$ cat src/rtl/dog_subtract.sv
// Difference-of-Gaussians subtractor.
// Streams every pixel address of a DIMENSION x DIMENSION image to two Gaussian
// BRAMs that share one address bus, subtracts the less-blurred pixel from the
// more-blurred one, and writes the signed difference to a DoG BRAM. The
// address travels through a pipeline matched to the BRAM read latency, so
// each write carries the address of the pixel it was computed from.
module dog_subtract #(
  parameter int BIT_DEPTH    = 8,
  parameter int DIMENSION    = 4,
  parameter int READ_LATENCY = 2
) (
  input  logic                                     clk,
  input  logic                                     rst_in,
  input  logic                                     start,
  output logic [$clog2(DIMENSION*DIMENSION)-1:0]   read_address,
  input  logic [BIT_DEPTH-1:0]                     blur_hi_data,
  input  logic [BIT_DEPTH-1:0]                     blur_lo_data,
  output logic [$clog2(DIMENSION*DIMENSION)-1:0]   write_address,
  output logic signed [BIT_DEPTH:0]                write_data,
  output logic                                     write_valid,
  output logic                                     busy,
  output logic                                     done
);

  localparam int             NPIX = DIMENSION * DIMENSION;
  localparam int             AW   = $clog2(NPIX);
  localparam logic [AW-1:0]  LAST = AW'(NPIX - 1);

  localparam logic [1:0] S_IDLE   = 2'd0;
  localparam logic [1:0] S_STREAM = 2'd1;
  localparam logic [1:0] S_DRAIN  = 2'd2;
  localparam logic [1:0] S_FINISH = 2'd3;

  logic [1:0]           state_q, state_d;
  logic [AW-1:0]        read_address_q, read_address_d;
  logic                 busy_q, busy_d;
  logic                 done_q, done_d;
  logic                 armed_q;
  logic                 issue_valid;

  logic                 pipe_valid_q [READ_LATENCY];
  logic [AW-1:0]        pipe_addr_q  [READ_LATENCY];

  logic                 write_valid_q;
  logic [AW-1:0]        write_address_q;
  logic [BIT_DEPTH:0]   write_data_q;
  logic [BIT_DEPTH:0]   diff;

  // Zero-extend both pixels so the subtraction wraps into a signed
  // BIT_DEPTH+1-bit result that can never overflow.
  assign diff = {1'b0, blur_hi_data} - {1'b0, blur_lo_data};

  // Next-state logic for the sequencer: issue addresses, drain, pulse done.
  always_comb begin
    // NOTE: every signal gets a default before the case so no path leaves it
    // unassigned; a missing default here would infer a latch.
    state_d        = state_q;
    read_address_d = read_address_q;
    busy_d         = busy_q;
    done_d         = 1'b0;
    issue_valid    = 1'b0;
    case (state_q)
      S_IDLE: begin
        if (start && armed_q) begin
          read_address_d = '0;
          busy_d         = 1'b1;
          state_d        = S_STREAM;
        end
      end
      S_STREAM: begin
        issue_valid = 1'b1;
        if (read_address_q == LAST) state_d = S_DRAIN;
        else                        read_address_d = read_address_q + 1'b1;
      end
      S_DRAIN: begin
        if (write_valid_q && (write_address_q == LAST)) state_d = S_FINISH;
      end
      S_FINISH: begin
        done_d  = 1'b1;
        busy_d  = 1'b0;
        state_d = S_IDLE;
      end
      default: state_d = S_IDLE;
    endcase
  end

  // Sequencer state; armed_q blocks a start on the first edge after reset.
  always_ff @(posedge clk or negedge rst_in) begin
    // NOTE: state uses non-blocking assignments so every register samples
    // the pre-edge values, independent of statement order.
    if (!rst_in) begin
      state_q        <= S_IDLE;
      read_address_q <= '0;
      busy_q         <= 1'b0;
      done_q         <= 1'b0;
      armed_q        <= 1'b0;
    end else begin
      state_q        <= state_d;
      read_address_q <= read_address_d;
      busy_q         <= busy_d;
      done_q         <= done_d;
      armed_q        <= 1'b1;
    end
  end

  // Valid bits of the latency-matching pipeline; cleared on reset so an
  // aborted image issues no stray writes.
  always_ff @(posedge clk or negedge rst_in) begin
    if (!rst_in) begin
      for (int i = 0; i < READ_LATENCY; i++) pipe_valid_q[i] <= 1'b0;
    end else begin
      pipe_valid_q[0] <= issue_valid;
      for (int i = 1; i < READ_LATENCY; i++) pipe_valid_q[i] <= pipe_valid_q[i-1];
    end
  end

  // Address payload of the pipeline, qualified by the valid bits above.
  always_ff @(posedge clk) begin
    // NOTE: payload storage has no reset; it is only ever consumed under its
    // valid bit, and leaving it unreset keeps it a plain shift register.
    pipe_addr_q[0] <= read_address_q;
    for (int i = 1; i < READ_LATENCY; i++) pipe_addr_q[i] <= pipe_addr_q[i-1];
  end

  // Output register: write strobe every cycle, address/data held between writes.
  always_ff @(posedge clk or negedge rst_in) begin
    if (!rst_in) begin
      write_valid_q   <= 1'b0;
      write_address_q <= '0;
      write_data_q    <= '0;
    end else begin
      write_valid_q <= pipe_valid_q[READ_LATENCY-1];
      if (pipe_valid_q[READ_LATENCY-1]) begin
        write_address_q <= pipe_addr_q[READ_LATENCY-1];
        write_data_q    <= diff;
      end
    end
  end

  assign read_address  = read_address_q;
  assign write_address = write_address_q;
  assign write_data    = write_data_q;
  assign write_valid   = write_valid_q;
  assign busy          = busy_q;
  assign done          = done_q;

endmodule

$ cat config.mk
export PLATFORM = sky130hd
export DESIGN_NAME = dog_subtract
export DESIGN_NICKNAME = d
export VERILOG_FILES = /design/src/rtl/dog_subtract.sv
export SDC_FILE = /design/constraint.sdc
export NUM_CORES = 1
export LEC_CHECK = 0
export ABC_AREA = 1
export BUFFER_PORTS_ARGS = -buffer_cell sky130_fd_sc_hd__buf_2
export CAP_MARGIN = 20
export CORE_MARGIN = 2
export CORE_UTILIZATION = 30
export CTS_CLUSTER_SIZE = 30
export DETAILED_ROUTE_END_ITERATION = 10
export GPL_TIMING_DRIVEN = 0
export PLACE_DENSITY = 0.56
export SLEW_MARGIN = 5
export SYNTH_ARGS = -nofsm -noshare
export SYNTH_HDL_FRONTEND = slang
export SYNTH_SLANG_ARGS = --single-unit
export TNS_END_PERCENT = 5
$ cat constraint.sdc
create_clock -name clk -period 1.67 [get_ports clk]
set_input_delay 0.334 -clock clk [delete_from_list [all_inputs] [get_ports clk]]
set_output_delay 0.334 -clock clk [all_outputs]
set_load 0.05 [all_outputs]
# [Word-level counts from Yosys, hierarchy flattened]
# Memories as Yosys holds them, arrays and structs flattened. A register that Yosys moved wholly into a read port is not among the register bits.
# Index checks and enable logic that the tools add are counted.
[totals] ff_bits=21 mem_bits_rw=8 in_bits=19 out_inout_bits=20 memories=1
[mem_list] name="pipe_addr_q" words=2 width=4 read_ports=2 rd_clocked_by_memory_dff=1 write_ports=2 line="42" rtl="logic [AW-1:0] pipe_addr_q [READ_LATENCY];"
[classes] addsub=2 n_eq_ne=9 muxes=11 reduce_logical=9
[op_table] cell="8-bit by 8-bit subtractor with 9-bit output" count=1
[op_table] cell="4-bit == test (second input constant)" count=2
[op_table] cell="4-bit two-way mux" count=2
[op_table] cell="2-bit != test (second input constant)" count=4
[op_table] cell="2-bit case mux with 4 select lines" count=1
[op_table] cell="4-bit case mux with 2 select lines" count=1
[op_table] cell="2-bit two-way mux" count=3
[op_table] cell="3-bit AND reduction" count=2
[op_table] cell="4-bit by 1-bit adder with 4-bit output (second input constant)" count=1
[op_table] cell="2-bit == test (second input constant)" count=2
[op_table] cell="2-bit nonzero test" count=2
[op_table] cell="1-bit two-way mux" count=3
[op_table] cell="2-bit by 1-bit == test with 1-bit output (second input constant)" count=1
[op_table] cell="1-bit logical AND" count=2
[op_table] cell="2-bit logical NOT" count=1
[op_table] cell="1-bit case mux with 2 select lines" count=1
[op_table] cell="2-bit AND reduction" count=1
[op_table] cell="1-bit logical NOT" count=1

# [Depth between registers and ports, before layout]
[logic_depth] word_depth=4 ltp_mapped=11 depth_no_buf=11

# [Worst setup path before layout]
# No wires, ideal clock.
[synth_timing] path_kind="register to register" start="register read_address_q[1], in the netlist read_address[1]" end="register read_address_q[0], in the netlist read_address[0]" arrival_ns=1.456 required_time_ns=1.548 setup_slack_ns=0.091 path_stages_with_launch=9 cell_sequence="dfrtp_1 > ha_1 > nand3_1 > nand2_1 > nand2_2 > nand2_4 > clkinv_2 > nand3_1 > o21ai_1"
[synth_between] elab_chain_len=3
[synth_rtl] item="start, declared" line="35" rtl="logic [AW-1:0] read_address_q, read_address_d;"
[synth_rtl] item="start signal, assigned" line="99" rtl="read_address_q <= read_address_d;"
[synth_rtl] item="4-bit == test" line="72" rtl="if (read_address_q == LAST) state_d = S_DRAIN;"
[synth_rtl] item="2-bit != test (no source line)"
[synth_rtl] item="3-bit AND reduction (no source line)"
# No other way between the ends.
# A chain may end at the register's enable or synchronous reset.

# [Final worst setup path]
[layout_timing] start="register state_q[1]" end="register read_address_q[0], in the netlist read_address[0]"
[layout_between] elab_chain_len=3
[layout_rtl] item="start, declared" line="34" rtl="logic [1:0] state_q, state_d;"
[layout_rtl] item="start signal, assigned" line="98" rtl="state_q <= state_d;"
[layout_rtl] item="2-bit by 1-bit == test with 1-bit output / 2-bit logical NOT (equally long branches)" line="62" rtl="case (state_q)"
[layout_rtl] item="2-bit != test (no source line) / 2-bit nonzero test (equally long branches)"
[layout_rtl] item="3-bit AND reduction (no source line)"
# Several ways; a longest one is shown, not always the timed one.

==> results.toml <==
[yosys]
postSynthNetCount = 216
synth_area_um2 = 1570
syn_area_per_cell_um2 = 8.58
yosysWarnings = 0
synth_top_family_by_area = "simple AND/OR/NAND/NOR gates"
postSynthCellCount = 183
synth.distinct_cells = 25
synth_top_area_frac = 0.398
synth_xor_xnor_area_share = 0.00558
synth_compound_area_frac = 0.0693
yosys-mux-area-fraction = 0
synth_largest_area_cell = "dfrtp_1"
synth_fa_ha_area_frac = 0.116
synthTopCellsByArea = "dfrtp_1 40%, nand2_1 13%, ha_1 10%"
yosysSeqAreaShare = 0.500
synthSimpleGateAreaFrac = 0.233
ys_ff_latch = 33

[route]
via_per_inst = 4.27
wl_per_cell_um = 9.88
vias = 1277
wl_um = 2960
drc = 0
ant_nets = 0
drt_iter0_markers = 25
dr.pass1.iters = 4

[setup_path]
path_cells = "inv_1 > ha_1 > or2_0 > nand2_2 > nand2_4 > clkinv_2 > nand3_1 > o21ai_1"
path_delay_family = "flip-flops"
cp_data_arrival_time_ns = 1.63
required_ns = 1.84
endpoint_kind = "flop"
worstSetupPathType = "reg -> reg"
worstSetupStartpointType = "flop"
crit_buf_inv = 2
slowest_delay_ns = 0.41
crit_fanout = 8
slowest_stage = "dfrtp_1"

[clock_tree]
insertion_delay_ns = 0.28
cts_hold_buffers = 0
htreeDepth = 2
clkTransAtPathRegs_ns = 0.07
numCtsBuffers = 5
cts.sinks = 33
root_buffer = "clkbuf_8"
cts_tree = "built"
clock_path_buffers = 2

[timing]
hold_viol = 0
finalSetupTns_ns = 0
maxSlewHeadroom = 0.632
maxSlewViolCount = 0
setup_slack_ns = 0.203
fin_crit_sh = 0.878
worst_slew_pin_slew_ns = 0.553
fmax_mhz = 682
setup_viol = 0
rsz0062_at_grt = "no"
period_needed_ns = 1.47
skew_ns = 0.00429

[die]
coreArea_um2 = 5070
fp-row-count = 26
start_util = 0.309
die_area_um2 = 5830
die_y_um = 76.3
ioPinCount = 39
die_w_um = 76.3

[place]
gp_congestion = 0.744
port-buffer-count = 38
hpwl_um = 2230
dpl_worst_slack_ns = -0.0630

[global_route]
grt_pass1_wl_um = 5210
antenna_found_initial = 0
grt_max_degree = 26
grt_pass1_vias = 1195
grt_overflow = 0
grt_use_total = 0.114

[finish]
syn_to_final_growth_pct = 24.3
antenna_cells = 0
drive_above_1_share = 0.227
final_net_count = 261
final_core_util = 0.385

[power_and_ir_drop]
power_leakage_uw = 0.00107
vdd_drop_max_mv = 0.781
powerDensity_nw_per_um2 = 1850

[min_path]
hp-class = "in -> async"

[run]
cap_viol_max_count = 0

[run_status]
status = "finished clean"
-- what timing repair did --
item,in CTS,in global routing
setup endpoints to repair,0,1
setup buffers,0,0
resized for setup,0,1
-- layout by cell type, fill, tap and decap left out, drive strengths merged --
master,Yosys,final
o21ai,11,11
buf,0,38
and2,1,1
a31o,1,1
fa,1,1
or2,3,3
xor2,1,1
conb,1,1
clkinv,1,2
inv,27,27
nand4,2,2
nor2,6,6
nand3b,2,2
a21oi,6,6
nand3,13,13
dfrtp,25,25
clkbuf,2,9
a22oi,1,1
nand2,57,57
ha,13,13
a211oi,1,1
dfxtp,8,8
-- synthesized netlist by cell type (all sizes together) --
library cell and count:
nand4 2, fa 1, dfxtp 8, and2 1, clkinv 1, nand3 13
o21ai 11, inv 27, nor2 6, clkbuf 2, a31o 1, a22oi 1
xor2 1, dfrtp 25, ha 13, or2 3, a21oi 6, nand3b 2
nand2 57, conb 1, a211oi 1
-- path summary, 6_finish.rpt --
path,start,end,slack [ns],cells past startpoint
worst max register to register,state_q[1],read_address[0],0.20,8
worst min register to register,pipe_addr_q[0][3],pipe_addr_q[1][3],0.33,0
worst max-delay path,state_q[1],read_address[0],0.20,8
max in group asynchronous,rst_in,read_address[3],1.26,1
min in group clk,pipe_addr_q[0][3],pipe_addr_q[1][3],0.33,0
worst min-delay path,rst_in,armed_q,0.03,1
-- layout make-up --
cell class / count / area (um^2)
multi-input cells: 120 / 673
plain buffers: 2 / 7.51
clock buffers: 7 / 96.3
flip-flops and latches: 33 / 786
well taps: 70 / 87.6
fillers: 537 / 3120
inverters: 28 / 106
clock inverters: 1 / 5.00
repair buffers: 38 / 190
-- metrics by stage --
stage,instance area [um^2],hold slack [ns],total power [uW],std cells
floorplan,1570,0.0384,2570,183
global placement,1850,0.311,2970,291
detailed placement,1850,0.312,3000,291
CTS,1950,0.0555,3660,299
global route,1950,0.0737,3910,299
finish,1950,0.0336,3620,299
-- cell families (layout without fill, tap and decap cells) --
kind of cell    Yosys count  after routing
compound gates           20             20
xor+xnor                  1              1
fa+ha+maj                14             14
buf+inv                  30             76
flops                    33             33
other cells               1              1
simple gates             84             84
-- state kept, by name, summed over array words and instances, names as in the netlist --
| name | cells |
|---|---|
| pipe_addr_q | 8 |
| busy | 1 |
| pipe_valid_q | 2 |
| done | 1 |
| read_address | 4 |
| state_q | 2 |
| write_address | 4 |
| write_valid | 1 |
| write_data | 9 |
| armed_q | 1 |
-- power by group --
part | leakage [uW] | switching, uW | internal [uW]
Combinational | 0.000633 | 1270 | 439
Sequential | 0.000384 | 168 | 1090
Clock | 0.0000542 | 280 | 372
-- metal layers --
layer | GRT usage | routed length, um | part of all wire | vias to the layer above
met5 | 0 | 0 | 0 | -
met4 | 0.0436 | 42 | 0.014 | 0
met3 | 0.0462 | 165 | 0.056 | 6
met2 | 0.183 | 1370 | 0.46 | 30
met1 | 0.137 | 1380 | 0.47 | 576
li1 | - | - | - | 665
Power figures use the tool's default switching activity.
